$ cat src/rtl/data_mem_arbiter.sv
// Round-robin arbiter sharing a byte-wide data memory between two word requesters.
// Word accesses run as four little-endian byte beats, byte accesses as one beat.
module data_mem_arbiter #(
   parameter int ADDR_W = 18
) (
   input  logic              clk,
   input  logic              reset,
   input  logic              r0_req,
   input  logic              r0_write,
   input  logic              r0_byte,
   input  logic [ADDR_W-1:0] r0_addr,
   input  logic [31:0]       r0_wdata,
   output logic              r0_ack,
   output logic [31:0]       r0_rdata,
   input  logic              r1_req,
   input  logic              r1_write,
   input  logic              r1_byte,
   input  logic [ADDR_W-1:0] r1_addr,
   input  logic [31:0]       r1_wdata,
   output logic              r1_ack,
   output logic [31:0]       r1_rdata,
   output logic [ADDR_W-1:0] mem_addr,
   output logic [7:0]        mem_wdata,
   output logic              mem_we,
   output logic              mem_re,
   input  logic [7:0]        mem_rdata,
   output logic              busy,
   output logic              grant
);

   typedef enum logic [1:0] {IDLE, XFER, RESP} state_t;

   state_t            state, state_nxt;
   logic              any_req, win;
   logic [1:0]        beat, last_beat;
   logic              cur_write, cur_byte;
   logic [ADDR_W-1:0] cur_addr;
   logic [31:0]       cur_wdata;
   logic [31:0]       result, resp_result;
   logic [31:0]       rdata0_q, rdata1_q;

   function automatic logic [7:0] byte_lane(input logic [31:0] w, input logic [1:0] k);
      case (k)
         2'd0:    byte_lane = w[7:0];
         2'd1:    byte_lane = w[15:8];
         2'd2:    byte_lane = w[23:16];
         default: byte_lane = w[31:24];
      endcase
   endfunction

   assign any_req   = r0_req | r1_req;
   // On a tie the port that did not own the last transaction wins.
   assign win       = (r0_req & r1_req) ? ~grant : r1_req;
   assign last_beat = cur_byte ? 2'd0 : 2'd3;

   // The final load byte arrives during RESP, so it is forwarded to the port
   // while ack is high and registered at the end of RESP.
   assign resp_result = cur_byte ? {24'h0, mem_rdata} : {mem_rdata, result[23:0]};
   assign r0_rdata = (state == RESP && !cur_write && !grant) ? resp_result : rdata0_q;
   assign r1_rdata = (state == RESP && !cur_write &&  grant) ? resp_result : rdata1_q;

   // Control state
   always_ff @(posedge clk) begin
      if (reset) begin
         state    <= IDLE;
         grant    <= 1'b1;
         beat     <= 2'd0;
         result   <= 32'h0;
         rdata0_q <= 32'h0;
         rdata1_q <= 32'h0;
      end else begin
         state <= state_nxt;
         case (state)
            IDLE: if (any_req) begin
               grant  <= win;
               beat   <= 2'd0;
               result <= 32'h0;
            end
            XFER: begin
               beat <= beat + 2'd1;
               if (!cur_write) begin
                  case (beat)
                     2'd1:    result[7:0]   <= mem_rdata;
                     2'd2:    result[15:8]  <= mem_rdata;
                     2'd3:    result[23:16] <= mem_rdata;
                     default: ;
                  endcase
               end
            end
            RESP: if (!cur_write) begin
               if (grant) rdata1_q <= resp_result;
               else       rdata0_q <= resp_result;
            end
            default: ;
         endcase
      end
   end

   // Transaction latch: requester inputs are ignored after this point
   always_ff @(posedge clk) begin
      if (state == IDLE && any_req) begin
         cur_write <= win ? r1_write : r0_write;
         cur_byte  <= win ? r1_byte  : r0_byte;
         cur_addr  <= win ? r1_addr  : r0_addr;
         cur_wdata <= win ? r1_wdata : r0_wdata;
      end
   end

   always_comb begin
      state_nxt = state;
      mem_addr  = '0;
      mem_wdata = 8'h0;
      mem_we    = 1'b0;
      mem_re    = 1'b0;
      busy      = 1'b0;
      r0_ack    = 1'b0;
      r1_ack    = 1'b0;
      case (state)
         IDLE: if (any_req) state_nxt = XFER;
         XFER: begin
            busy     = 1'b1;
            mem_addr = cur_addr + ADDR_W'(beat);
            if (cur_write) begin
               mem_we    = 1'b1;
               mem_wdata = byte_lane(cur_wdata, beat);
            end else begin
               mem_re = 1'b1;
            end
            if (beat == last_beat) state_nxt = RESP;
         end
         RESP: begin
            busy      = 1'b1;
            r0_ack    = ~grant;
            r1_ack    = grant;
            state_nxt = IDLE;
         end
         default: state_nxt = IDLE;
      endcase
   end

endmodule

$ cat config.mk
export PLATFORM = sky130hd
export DESIGN_NAME = data_mem_arbiter
export DESIGN_NICKNAME = d
export VERILOG_FILES = /design/src/rtl/data_mem_arbiter.sv
export SDC_FILE = /design/constraint.sdc
export NUM_CORES = 1
export LEC_CHECK = 0
export CAP_MARGIN = 20
export CORE_AREA = 10 10 132 134
export CTS_CLUSTER_DIAMETER = 30
export DETAILED_ROUTE_END_ITERATION = 10
export DIE_AREA = 0 0 142 144
export PLACE_DENSITY = 0.79
export SYNTH_ARGS = -nofsm -noshare
export SYNTH_HDL_FRONTEND = slang
export SYNTH_SLANG_ARGS = --single-unit
$ cat constraint.sdc
create_clock -name clk -period 3.1 [get_ports clk]
set_input_delay 0.31 -clock clk [delete_from_list [all_inputs] [get_ports clk]]
set_output_delay 0.31 -clock clk [all_outputs]
set_load 0.01 [all_outputs]
==> After elaboration in Yosys (flattened, before gate mapping) <==
Index checks and enable logic that the tools add are counted.
W data, S select, Z words.
{ "word_totals": {"regBits": 145, "inputBits": 116, "out_inout_bits": 96} }
{ "op_classes": {"addsub": 2, "eq_ne": 12, "muxes": 31, "bitwise": 4, "n_reduce_logical": 18} }
{ "ops": {"columns": ["cell", "n"], "rows": [
  ["$mux W32", 4],
  ["$mux W24", 2],
  ["$pmux W24 S2", 1],
  ["$mux W8", 5],
  ["$mux W18", 2],
  ["$pmux W8 S3", 1],
  ["$add A18 B2 Y18", 1],
  ["$reduce_and A4 Y1", 3],
  ["$mux W1", 10],
  ["$mux W2", 4],
  ["$pmux W2 S2", 2],
  ["$eq A2 B2 Y1 const B", 3],
  ["$ne A2 B1 Y1 const B", 3],
  ["$ne A2 B2 Y1 const B", 3],
  ["$reduce_and A2 Y1", 3],
  ["$reduce_and A3 Y1", 2],
  ["$eq A2 B1 Y1 const B", 2],
  ["$logic_and A1 B1 Y1", 4],
  ["$logic_not A2 Y1", 2],
  ["$add A2 B1 Y2 const B", 1],
  ["$eq A2 B2 Y1", 1],
  ["$logic_not A1 Y1", 2],
  ["$not A1 Y1", 2],
  ["$reduce_bool A2 Y1", 1],
  ["3 further kinds", 3]
]} }

==> Depth between registers and ports, before layout <==
{ "logic_depth": {"word_depth": 4, "mapped_depth": 8} }

==> Worst setup path after synthesis <==
OpenSTA, ideal clock, no wires.
{ "synth_path": {"path_kind": "register to register", "from": "register state[0]", "to": "register cur_addr[0] (enable)", "setup_ps": 414, "arrival_ps": 1874, "required_time_ps": 2686, "path_slack_ps": 812, "stages_incl_launch_ff": 4, "path_cell_list": "dfxtp_1 inv_1 ha_1 o21a_1"} }
{ "synth_via": {"elab_chain_cells": 2} }
{ "synth_rtl": {"columns": ["element", "line", "source"], "rows": [
  ["start, declared", "33", "state_t state, state_nxt;"],
  ["start signal, assigned", "72", "state <= state_nxt;"],
  ["$logic_not A2 Y1", "101", "if (state == IDLE && any_req) begin"],
  ["$logic_and A1 B1 Y1", "101", null],
  ["end signal, assigned", "104", "cur_addr <= win ? r1_addr : r0_addr;"],
  ["end, declared", "37", "logic [ADDR_W-1:0] cur_addr;"]
]} }
No other way between the ends.
A chain may end at the register's enable or synchronous reset.

==> Final worst setup path <==
{ "layout_path": {"from": "register state[0]", "to": "output port r0_rdata[1]"} }
{ "layout_via": {"elab_chain_cells": 4} }
{ "layout_rtl": {"columns": ["element", "line", "source"], "rows": [
  ["$eq A2 B2 Y1", "59", "assign r0_rdata = (state == RESP && !cur_write && !grant) ? resp_result : rdata0_q;"],
  ["$logic_and A1 B1 Y1 (2 in series)", "59", null],
  ["$mux W32", "59", null],
  ["end, declared", "14", "output logic [31:0] r0_rdata,"]
]} }
No other way between the ends.

==> summary.md <==
| Metric | Value |
|---|---|
| Outcome | `completed` |
| Max-Cap Viols | `0` |
| CTS tree | `done` |
| Clock transition at path regs | `0.06 ns` |
| Clock network power share | `37.9%` |
| Slew headroom | `37.8%` |
| FP Rows | `45` |
| Max IR drop VDD | `0.000415 V` |
| Clock sink count | `145` |
| Post-synth EDFFs | `52` |
| Mapped Nets | `789` |
| Fin crit share | `97.7%` |
| Hold path depth | `2` |
| ANT cells | `0` |
| Fill cells | `1165` |
| Synth top area cells | `dfxtp_1, edfxtp_1, mux2_2` |
| Synth-to-layout area growth | `42.1%` |
| Vias | `5533` |
| Pre-antenna DRT Iters | `5` |
| Setup tns final | `0 ns` |
| Crit path DAT | `2.72 ns` |
| Synth warnings | `0` |
| Post-synth top cells | `dfxtp_1, nand2_1, nor2b_1` |
| Hold Fails Final Rpt | `0` |
| Switching Fraction | `26.1%` |
| Unrepaired setup endpoints after global routing | `yes` |
| Max stage delay on crit path | `0.67 ns` |
| Share of cells above drive strength 1 | `15.9%` |
| Worst Hold Launch | `result[23]` |
| Syn Inst Count | `663` |
| DRT iter0 DRCs | `324` |
| First-pass GRT wire length | `31100 um` |
| Flop pwr share | `42.3%` |
| CP max stage cell | `or3b_4` |
| Core Util, Final | `65.4%` |
| Critical path fanouts, max | `32` |
| Largest net degree at the start of global routing | `65` |
| Synthesized area per cell | `10.3 sq um` |
| Reg-to-reg setup timing slack | `0.79 ns` |
| Async SR Flop Fraction | `0%` |
| Final setup viols | `0` |
| Yosys cell types | `48` |
| WL/cell | `18.7 um` |
| Worst reg2reg endpoint | `result[18]` |
| Die width | `142 um` |
| Worst hold-check path type | `flop to flop` |
| Cell Area, Synth | `6840 sq um` |
| HPWL after DPL | `14400 um` |
| Initial core utilization | `46.0%` |
| P_leak | `3.61 nW` |
| Max Clk Rate | `0.330 GHz` |
| Kind of critical path | `flop to output pin` |
| Die ar. | `20400 sq um` |
| Via density | `5.21` |
| I/O pin count | `212` |
| Chip height | `144 um` |
| Overall routed net length | `19800 um` |
| Comb pwr share | `19.7%` |
| Int Pwr | `0.00401 W` |
| Post-route ant nets | `0` |
| H-Tree Depth | `4` |
| Total power | `0.00542 W` |
| Startpoint Class | `flop` |
| Vias in the first global route | `5878` |
| Max clock buf depth | `2` |
| Synth top area share | `27.2%` |
| Most common cell in the netlist | `dfxtp_1` |
| CP cell instances | `inv_1 -> ha_1 -> or3b_4 -> o21ai_1 -> clkdlybuf4s50_1` |
| CP startpoint | `state[0]` |
| Max-slew violations | `0` |
| Slew @ Worst Pin | `0.933 ns` |
| Clock Skews | `0.00812 ns` |
| Worst r2r src | `beat[1]` |
| Setup crit end kind | `output pin` |
| DRC | `0` |
| Power Density | `558 nW/um^2` |
| IO Port Bufs | `211` |
| WP data required | `2.79 ns` |
| CP endpoint | `r0_rdata[1]` |
| Initial antenna violation count | `0` |
| Synth area leader | `dfxtp_1` |
| Clock Latency Late Sink | `0.42 ns` |
| Root Driver | `clkbuf_16` |
| Post-synth top flop | `dfxtp_1` |
| Core ar. | `14900 sq um` |
| Flops & latches, synth | `145` |
| Grt total ovfl | `0` |
| Global placement routability congestion | `0.827` |
| CTS Buf Count | `17` |
| GRT Util Overall | `19.2%` |
| Final #Nets | `987` |
| Sequential area share after synthesis | `50.1%` |
| Fin crit period | `3.03 ns` |
| Worst R2R Path Depth | `5` |
| Sw power | `0.00141 W` |
[worst min-delay path by stage]
stage and end:
2_1_floorplan result[0], 3_3_place_gp result[4], 3_5_place_dp result[7], 4_1_cts result[23]
5_1_grt result[10], 6_report result[23]
[logic make-up after synthesis]
group	synth area share, %
AND/OR/NAND/NOR	19.6
flip-flops	50.1
AO/OA/AOI/OAI	10.7
multiplexers	13.3
buffers and inverters	3.24
adder cells (fa/ha/maj)	1.94
XOR/XNOR	1.15
[critical path, delay by kind of cell (launching register included)]
family	cells	cell delay [ns]
simple gates	1	0.67
flops	1	0.32
compound gates	1	0.31
fa+ha+maj	1	0.30
buf+inv	2	0.69
[per-stage QoR]
step / cells / hold slack, ns / worst slack, ns / area (sq um)
3_5_place_dp: 1029 / 0.486 / 0.306 / 9080
3_3_place_gp: 1029 / 0.473 / 0.403 / 9080
2_1_floorplan: 663 / 0.460 / 0.812 / 6840
4_1_cts: 1062 / 0.504 / 0.0465 / 9700
6_report: 1062 / 0.498 / 0.0700 / 9720
5_1_grt: 1062 / 0.528 / -0.0382 / 9720
[routing by layer]
| metal | global-route usage (%) | vias up | wire (um) |
|---|---|---|---|
| met5 | 0 | - | 0 |
| met4 | 6.13 | 0 | 323 |
| met3 | 8.72 | 25 | 1990 |
| met2 | 32.4 | 212 | 9790 |
| met1 | 21.0 | 2599 | 7720 |
| li1 | - | 2697 | - |
[power by group through the flow]
stage / clock network (W) / logic, W / registers, W
after CTS: 0.00208 / 0.00108 / 0.00229
after global routing: 0.00216 / 0.00117 / 0.00231
after floorplan: 0 / 0.000621 / 0.00228
final: 0.00206 / 0.00107 / 0.00229
after detailed placement: 0 / 0.00107 / 0.00232
after global placement: 0 / 0.00105 / 0.00231
[area by class of cell]
class	instances	area [sq um]	share of cell area, %
clock buffer	25	542	5.58
clock inverter	7	65.1	0.670
inverter	7	26.3	0.270
multi-input combinational	471	3220	33.1
sequential	145	3420	35.2
tap	188	235	2.42
timing repair buffer	219	2200	22.7
[flip-flops by register name, summed over array words and instances, names as in the netlist]
register	cells
beat	2
cur_write	1
cur_byte	1
cur_addr	18
cur_wdata	32
grant	1
state	2
rdata1_q	32
rdata0_q	32
result	24
[cells in the final DEF, fill, tap and decap left out, drive strengths merged, types with 22 or more instances in the layout]
cell type and instances:
mux2i 32, nor2 51, clkbuf 25, a21oi 22
dfxtp 93, edfxtp 52, clkdlybuf4s50 205, mux2 52
nand2b 26, nor2b 65, nand2 73, o21ai 70
[timing repair]
item | in CTS | in global routing
resized for setup | 3 | 5
endpoints found under the setup margin | 35 | 17
setup buffers | 0 | 0
hold buffers | 0 | 0
gates cloned | 1 | 0
Power figures use the tool's default switching activity.
